==> config.mk <==
export PLATFORM = sky130hd
export DESIGN_NAME = dt_gen2
export DESIGN_NICKNAME = d
export VERILOG_FILES = /design/src/rtl/dt_gen2.sv
export SDC_FILE = /design/constraint.sdc
export NUM_CORES = 1
export LEC_CHECK = 0
export CAP_MARGIN = 20
export CORE_MARGIN = 2
export CORE_UTILIZATION = 39
export CTS_BUF_LIST = sky130_fd_sc_hd__clkbuf_4 sky130_fd_sc_hd__clkbuf_8
export CTS_CLUSTER_SIZE = 10
export DETAILED_ROUTE_END_ITERATION = 6
export HOLD_SLACK_MARGIN = 0.06
export SETUP_SLACK_MARGIN = 0.15
export SLEW_MARGIN = 20
export SYNTH_ARGS = -nofsm -noshare
export SYNTH_HDL_FRONTEND = slang
export SYNTH_SLANG_ARGS = --single-unit
==> constraint.sdc <==
create_clock -name clk_i -period 35.5 [get_ports clk_i]
set_input_delay 7.1 -clock clk_i [delete_from_list [all_inputs] [get_ports clk_i]]
set_output_delay 7.1 -clock clk_i [all_outputs]
set_load 0.01 [all_outputs]
==> src/rtl/dt_gen2.sv <==
// Two-pass chamfer distance transform over a binary image held in a source ROM.
// The forward raster pass writes partial distances; the reverse pass refines them in place.
module dt_gen2 #(
   parameter int IMG_W  = 128,
   parameter int IMG_H  = 128,
   parameter int WORD_W = 16,
   parameter int DIST_W = 8,
   localparam int AW  = $clog2(IMG_W * IMG_H),
   localparam int SAW = $clog2(IMG_W * IMG_H / WORD_W)
) (
   input  logic              clk_i,
   input  logic              rst_ni,
   input  logic              start_i,
   input  logic              metric_i,
   output logic              busy_o,
   output logic              done_o,
   output logic              sti_rd_o,
   output logic [SAW-1:0]    sti_addr_o,
   input  logic [WORD_W-1:0] sti_di_i,
   output logic              res_wr_o,
   output logic              res_rd_o,
   output logic [AW-1:0]     res_addr_o,
   output logic [DIST_W-1:0] res_do_o,
   input  logic [DIST_W-1:0] res_di_i
);

   localparam int CW  = $clog2(IMG_W);
   localparam int WBW = $clog2(WORD_W);
   localparam logic [AW-1:0]     LAST_PIX = AW'(IMG_W * IMG_H - 1);
   localparam logic [DIST_W-1:0] DMAX     = '1;

   typedef enum logic [1:0] {IDLE, FWD, BWD, DONE} state_e;

   state_e            state_q;
   logic [AW-1:0]     pix_q;
   logic              metric_q;
   logic              busy_q;
   logic              done_q;
   logic [DIST_W-1:0] lb_q [IMG_W+1];

   function automatic logic [DIST_W-1:0] sat_inc(input logic [DIST_W-1:0] v);
      return (v == DMAX) ? v : v + DIST_W'(1);
   endfunction

   function automatic logic [DIST_W-1:0] dmin(input logic [DIST_W-1:0] a, input logic [DIST_W-1:0] b);
      return (a < b) ? a : b;
   endfunction

   logic [CW-1:0]    col;
   logic [AW-CW-1:0] row;
   logic [WBW-1:0]   bit_idx;
   logic             first_col, last_col, first_row, last_row;
   logic             fg, active;
   logic             adj_ok, vert_ok, diag_a_ok, diag_b_ok;
   logic [DIST_W-1:0] n_adj, n_vert, n_da, n_db, nb_min;
   logic [DIST_W-1:0] fwd_val, bwd_val, dist_val;

   assign col       = pix_q[CW-1:0];
   assign row       = pix_q[AW-1:CW];
   assign first_col = (col == '0);
   assign last_col  = &col;
   assign first_row = (row == '0);
   assign last_row  = &row;
   assign active    = (state_q == FWD) || (state_q == BWD);

   // Bit WORD_W-1 of the source word is the leftmost pixel, so the select is the inverted column offset.
   assign bit_idx = ~pix_q[WBW-1:0];
   assign fg      = sti_di_i[bit_idx];

   // Shift-register taps: [0] is the previous pixel, [IMG_W-1] the same column one row away,
   // [IMG_W] and [IMG_W-2] the two diagonals. Their meaning mirrors between the passes.
   assign adj_ok    = (state_q == BWD) ? !last_col : !first_col;
   assign vert_ok   = (state_q == BWD) ? !last_row : !first_row;
   assign diag_a_ok = vert_ok && ((state_q == BWD) ? !last_col  : !first_col);
   assign diag_b_ok = vert_ok && ((state_q == BWD) ? !first_col : !last_col);

   assign n_adj  = adj_ok    ? lb_q[0]       : '0;
   assign n_vert = vert_ok   ? lb_q[IMG_W-1] : '0;
   assign n_da   = diag_a_ok ? lb_q[IMG_W]   : '0;
   assign n_db   = diag_b_ok ? lb_q[IMG_W-2] : '0;

   assign nb_min   = metric_q ? dmin(n_adj, n_vert)
                              : dmin(dmin(n_adj, n_vert), dmin(n_da, n_db));
   assign fwd_val  = fg ? sat_inc(nb_min) : '0;
   assign bwd_val  = (res_di_i == '0) ? '0 : dmin(res_di_i, sat_inc(nb_min));
   assign dist_val = (state_q == FWD) ? fwd_val : bwd_val;

   assign busy_o     = busy_q;
   assign done_o     = done_q;
   assign sti_rd_o   = (state_q == FWD);
   assign sti_addr_o = (state_q == FWD) ? pix_q[AW-1:WBW] : '0;
   assign res_wr_o   = active;
   assign res_rd_o   = (state_q == BWD);
   assign res_addr_o = pix_q;
   assign res_do_o   = active ? dist_val : '0;

   always_ff @(posedge clk_i or negedge rst_ni) begin
      if (!rst_ni) begin
         state_q  <= IDLE;
         pix_q    <= '0;
         metric_q <= 1'b0;
         busy_q   <= 1'b0;
         done_q   <= 1'b0;
      end else begin
         done_q <= 1'b0;
         case (state_q)
            IDLE: if (start_i) begin
               state_q  <= FWD;
               busy_q   <= 1'b1;
               metric_q <= metric_i;
               pix_q    <= '0;
            end
            FWD: begin
               if (pix_q == LAST_PIX) state_q <= BWD;
               else                   pix_q   <= pix_q + AW'(1);
            end
            BWD: begin
               if (pix_q == '0) begin
                  state_q <= DONE;
                  busy_q  <= 1'b0;
                  done_q  <= 1'b1;
               end else begin
                  pix_q <= pix_q - AW'(1);
               end
            end
            default: state_q <= IDLE;
         endcase
      end
   end

   // NOTE: the line buffer has no reset; every tap is masked until this pass has refilled it,
   // so stale contents after an abort are never observed and the array maps to plain storage.
   always_ff @(posedge clk_i) begin
      if (active) begin
         for (int i = IMG_W; i > 0; i--) lb_q[i] <= lb_q[i-1];
         lb_q[0] <= dist_val;
      end
   end

endmodule

==> run_results.csv <==
group,metric,value,unit
floorplanning,rows,109,
flow_run,cap_viol_max_count,0,
timing,slew_headroom,29.2,%
timing,setup_viol,0,
setup_path,cp.depth,42,
timing,drv_slew,0,
setup_path,r2r-end,"lb_q[0][0]",
cells_and_area,syn_to_final_growth,15.4,%
setup_path,path_buf_inv,5,
setup_path,cp-startpoint,"state_q[0]",
route,ant_nets,0,
placed_design,place_congestion,0.849,
run_status,status,"completed",
cells_and_area,nNetsFinal,1809,
floorplanning,initial_core_util,39.4,%
synth,synth_ff_type,"edfxtp_1",
cells_and_area,seqCellArea,0.0315,mm²
synth,synth.area.top_cells,"edfxtp_1 (89%), ha_1 (1.5%), dfrtp_1 (1.4%), nand2_1 (0.61%), a21oi_1 (0.40%)",
setup_path,critPathMaxFanout,24,
floorplanning,dieArea,0.0917,mm²
floorplanning,coreArea,0.0884,mm²
setup_path,endpoint_kind,"primary output",
setup_path,crit_end,"res_do_o[5]",
synth,synth_edf_count,1032,
clocking,cts_htree_levels,4,
synth,synthArstFlopShare,1.81,%
floorplanning,io_pins,65,
route,firstDrtPassIters,5,
synth,synth.top_cell.area_share,89.0,%
route,detailedRoute.firstIterationViolations,1282,
clocking,cts-resized-gates,0,
min_path,min_path_type,"flip-flop to flip-flop",
timing,worst_pin_slew,1060,ps
clocking,cts_hold_buf,0,
clocking,cts_setup_buffers,0,
placed_design,place_area,0.0369,mm²
route,wl_per_cell,17.2,µm
setup_path,critical-path-slowest-cell,"nor2b_1",
route,viasPerCell,4.71,
timing,finalCritPeriodShare,51.3,%
clocking,numCtsBuffers,158,
placed_design,port_buffers,64,
clocking,insertion_delay,800,ps
setup_path,r2r_start,"state_q[0]",
placed_design,hpwl,26700,µm
setup_path,start_kind,"flip-flop",
route,routed_wl,51900,µm
cells_and_area,final_cell_mix,"edfxtp_1 (1032), clkbuf_8 (159), clkdlybuf4s50_1 (64)",
timing,hold_viol,0,
timing,fmax,54.9,MHz
synth,syn_area,0.0348,mm²
synth,yosys.area.top_type,"edfxtp_1",
clocking,root_buffer,"clkbuf_8",
floorplanning,die_height,303,µm
cells_and_area,final_cell_area,0.0402,mm²
timing,timing.setup.tns,0,ps
timing,skew,42.9,ps
clocking,cts_tree,"done",
cells_and_area,fill_cells,7383,
global_routing,grt_pass1_vias,14463,
clocking,clock-sinks,1051,
global_routing,grt_antenna_before_repair,1,
synth,synth_nets,1593,
cells_and_area,drive_above_1_share,15.8,%
synth,netlist_instances,1521,
setup_path,crit_type,"flip-flop to primary output",
floorplanning,die_x,303,µm
cells_and_area,multi_input_comb_area,0.00313,mm²
clocking,clockBufferDepth,3,
setup_path,rr_worst_depth,41,
global_routing,gr-usage-all-layers,11.5,%
global_routing,grt_max_degree,208,
synth,avgSynthCellArea,22.9,µm²
timing,rsz0062_at_grt,"false",
synth,ys_warn_count,0,
timing,period_needed,18220,ps
global_routing,grt_pass1_wl,81400,µm
route,via_count,14234,
route,drc_errors,0,
placed_design,dp_slack,18290,ps
synth,synth_seq_cells,1051,
synth,ys_types,85,
setup_path,critical-path-top-delay-family,"compound AO/OA/AOI/OAI gates",
setup_path,r2r_slack,25360,ps
global_routing,grt_overflow,0,
setup_path,slowest_delay,640,ps
timing,fin_ws,17280,ps
setup_path,cp_common_cell,"ha_1",
clocking,clkTransAtPathRegs,70,ps
setup_path,critical_path_required,28400,ps
synth,synth-seq-area-share,90.4,%
setup_path,arrival,11120,ps
cells_and_area,layout_commonest_cell,"edfxtp_1",
[cells by family (layout without fill, tap and decap cells)]
family | count (synthesis) | count (layout) | share of synthesized area [%]
other | 0 | 1 | 0
xor gates and xnor gates | 16 | 16 | 0.403
buffers and inverters | 52 | 388 | 0.633
and+or+nand+nor | 190 | 190 | 2.93
DFF | 1051 | 1051 | 90.4
adders and majority gates | 44 | 44 | 1.60
AOI/OAI and AO/OA | 156 | 156 | 3.49
muxes | 12 | 12 | 0.539
[synthesized netlist by cell type (all sizes together) (5+ instances only)]
cell / n
edfxtp: 1032
nand2: 57
ha: 43
inv: 33
a21oi: 30
nor2: 25
nand3: 23
o21ai: 21
dfrtp: 19
nor3: 16
and2: 15
o22ai: 15
a21o: 14
o211ai: 13
clkbuf: 11
xnor2: 11
and3: 9
buf: 8
o21bai: 8
a22o: 7
nand4: 7
nor4: 7
a211oi: 6
a31oi: 6
mux4: 5
o31ai: 5
or2: 5
or4: 5
xor2: 5
[worst min-delay path by stage]
stage	start	to	slack (ps)	cells past startpoint
6_report	lb_q[0][56]	lb_q[0][64]	400	0
4_1_cts	lb_q[0][375]	lb_q[0][383]	400	0
3_3_place_gp	lb_q[0][463]	lb_q[0][471]	400	0
3_5_place_dp	lb_q[0][166]	lb_q[0][174]	400	0
2_1_floorplan	lb_q[0][992]	lb_q[0][1000]	400	0
5_1_grt	lb_q[0][503]	lb_q[0][511]	400	0
[routing by layer]
metal	routed length, µm	global-route usage [%]	up-vias	share of wire (%)
met3	2650	3.54	124	5.1
li1	-	-	6565	-
met2	22200	15.6	361	43
met1	25600	17.0	7184	49
met4	1420	4.98	0	2.7
met5	0	0	-	0
[through the flow]
stage                     hold slack, ps  util [%]  cells
after CTS                            398      45.4   3020
after floorplan                      400         -   1521
final                                397      45.4   3023
after global routing                 403      45.4   3023
after detailed placement             405      41.8   2740
after global placement               404      41.8   2740
[sequential cells by signal, summed over array words and instances, names as in the netlist]
| signal | flops |
|---|---|
| busy_o | 1 |
| done_o | 1 |
| lb_q | 1032 |
| metric_q | 1 |
| res_addr_o | 14 |
| state_q | 2 |
[final cells by class]
type / instances / share of cell area (%)
Antenna cell: 1 / 0.00623
Clock buffer: 210 / 6.40
Clock inverter: 70 / 1.50
Inverter: 33 / 0.308
Multi-Input combinational cell: 418 / 7.80
Sequential cell: 1051 / 78.3
Tap cell: 1165 / 3.63
Timing Repair Buffer: 75 / 2.01
[worst reg2reg max path, delay by kind of cell, from the launching register on]
kind / cells / cell delay (ps)
xor+xnor: 1 / 300
simple gates: 13 / 3360
buf+inv: 4 / 500
flops: 1 / 420
fa+ha+maj: 5 / 1560
compound gates: 18 / 3710
Power is not shown: default switching activity piles up to over one toggle a cycle in this logic, so the estimate is an artifact.
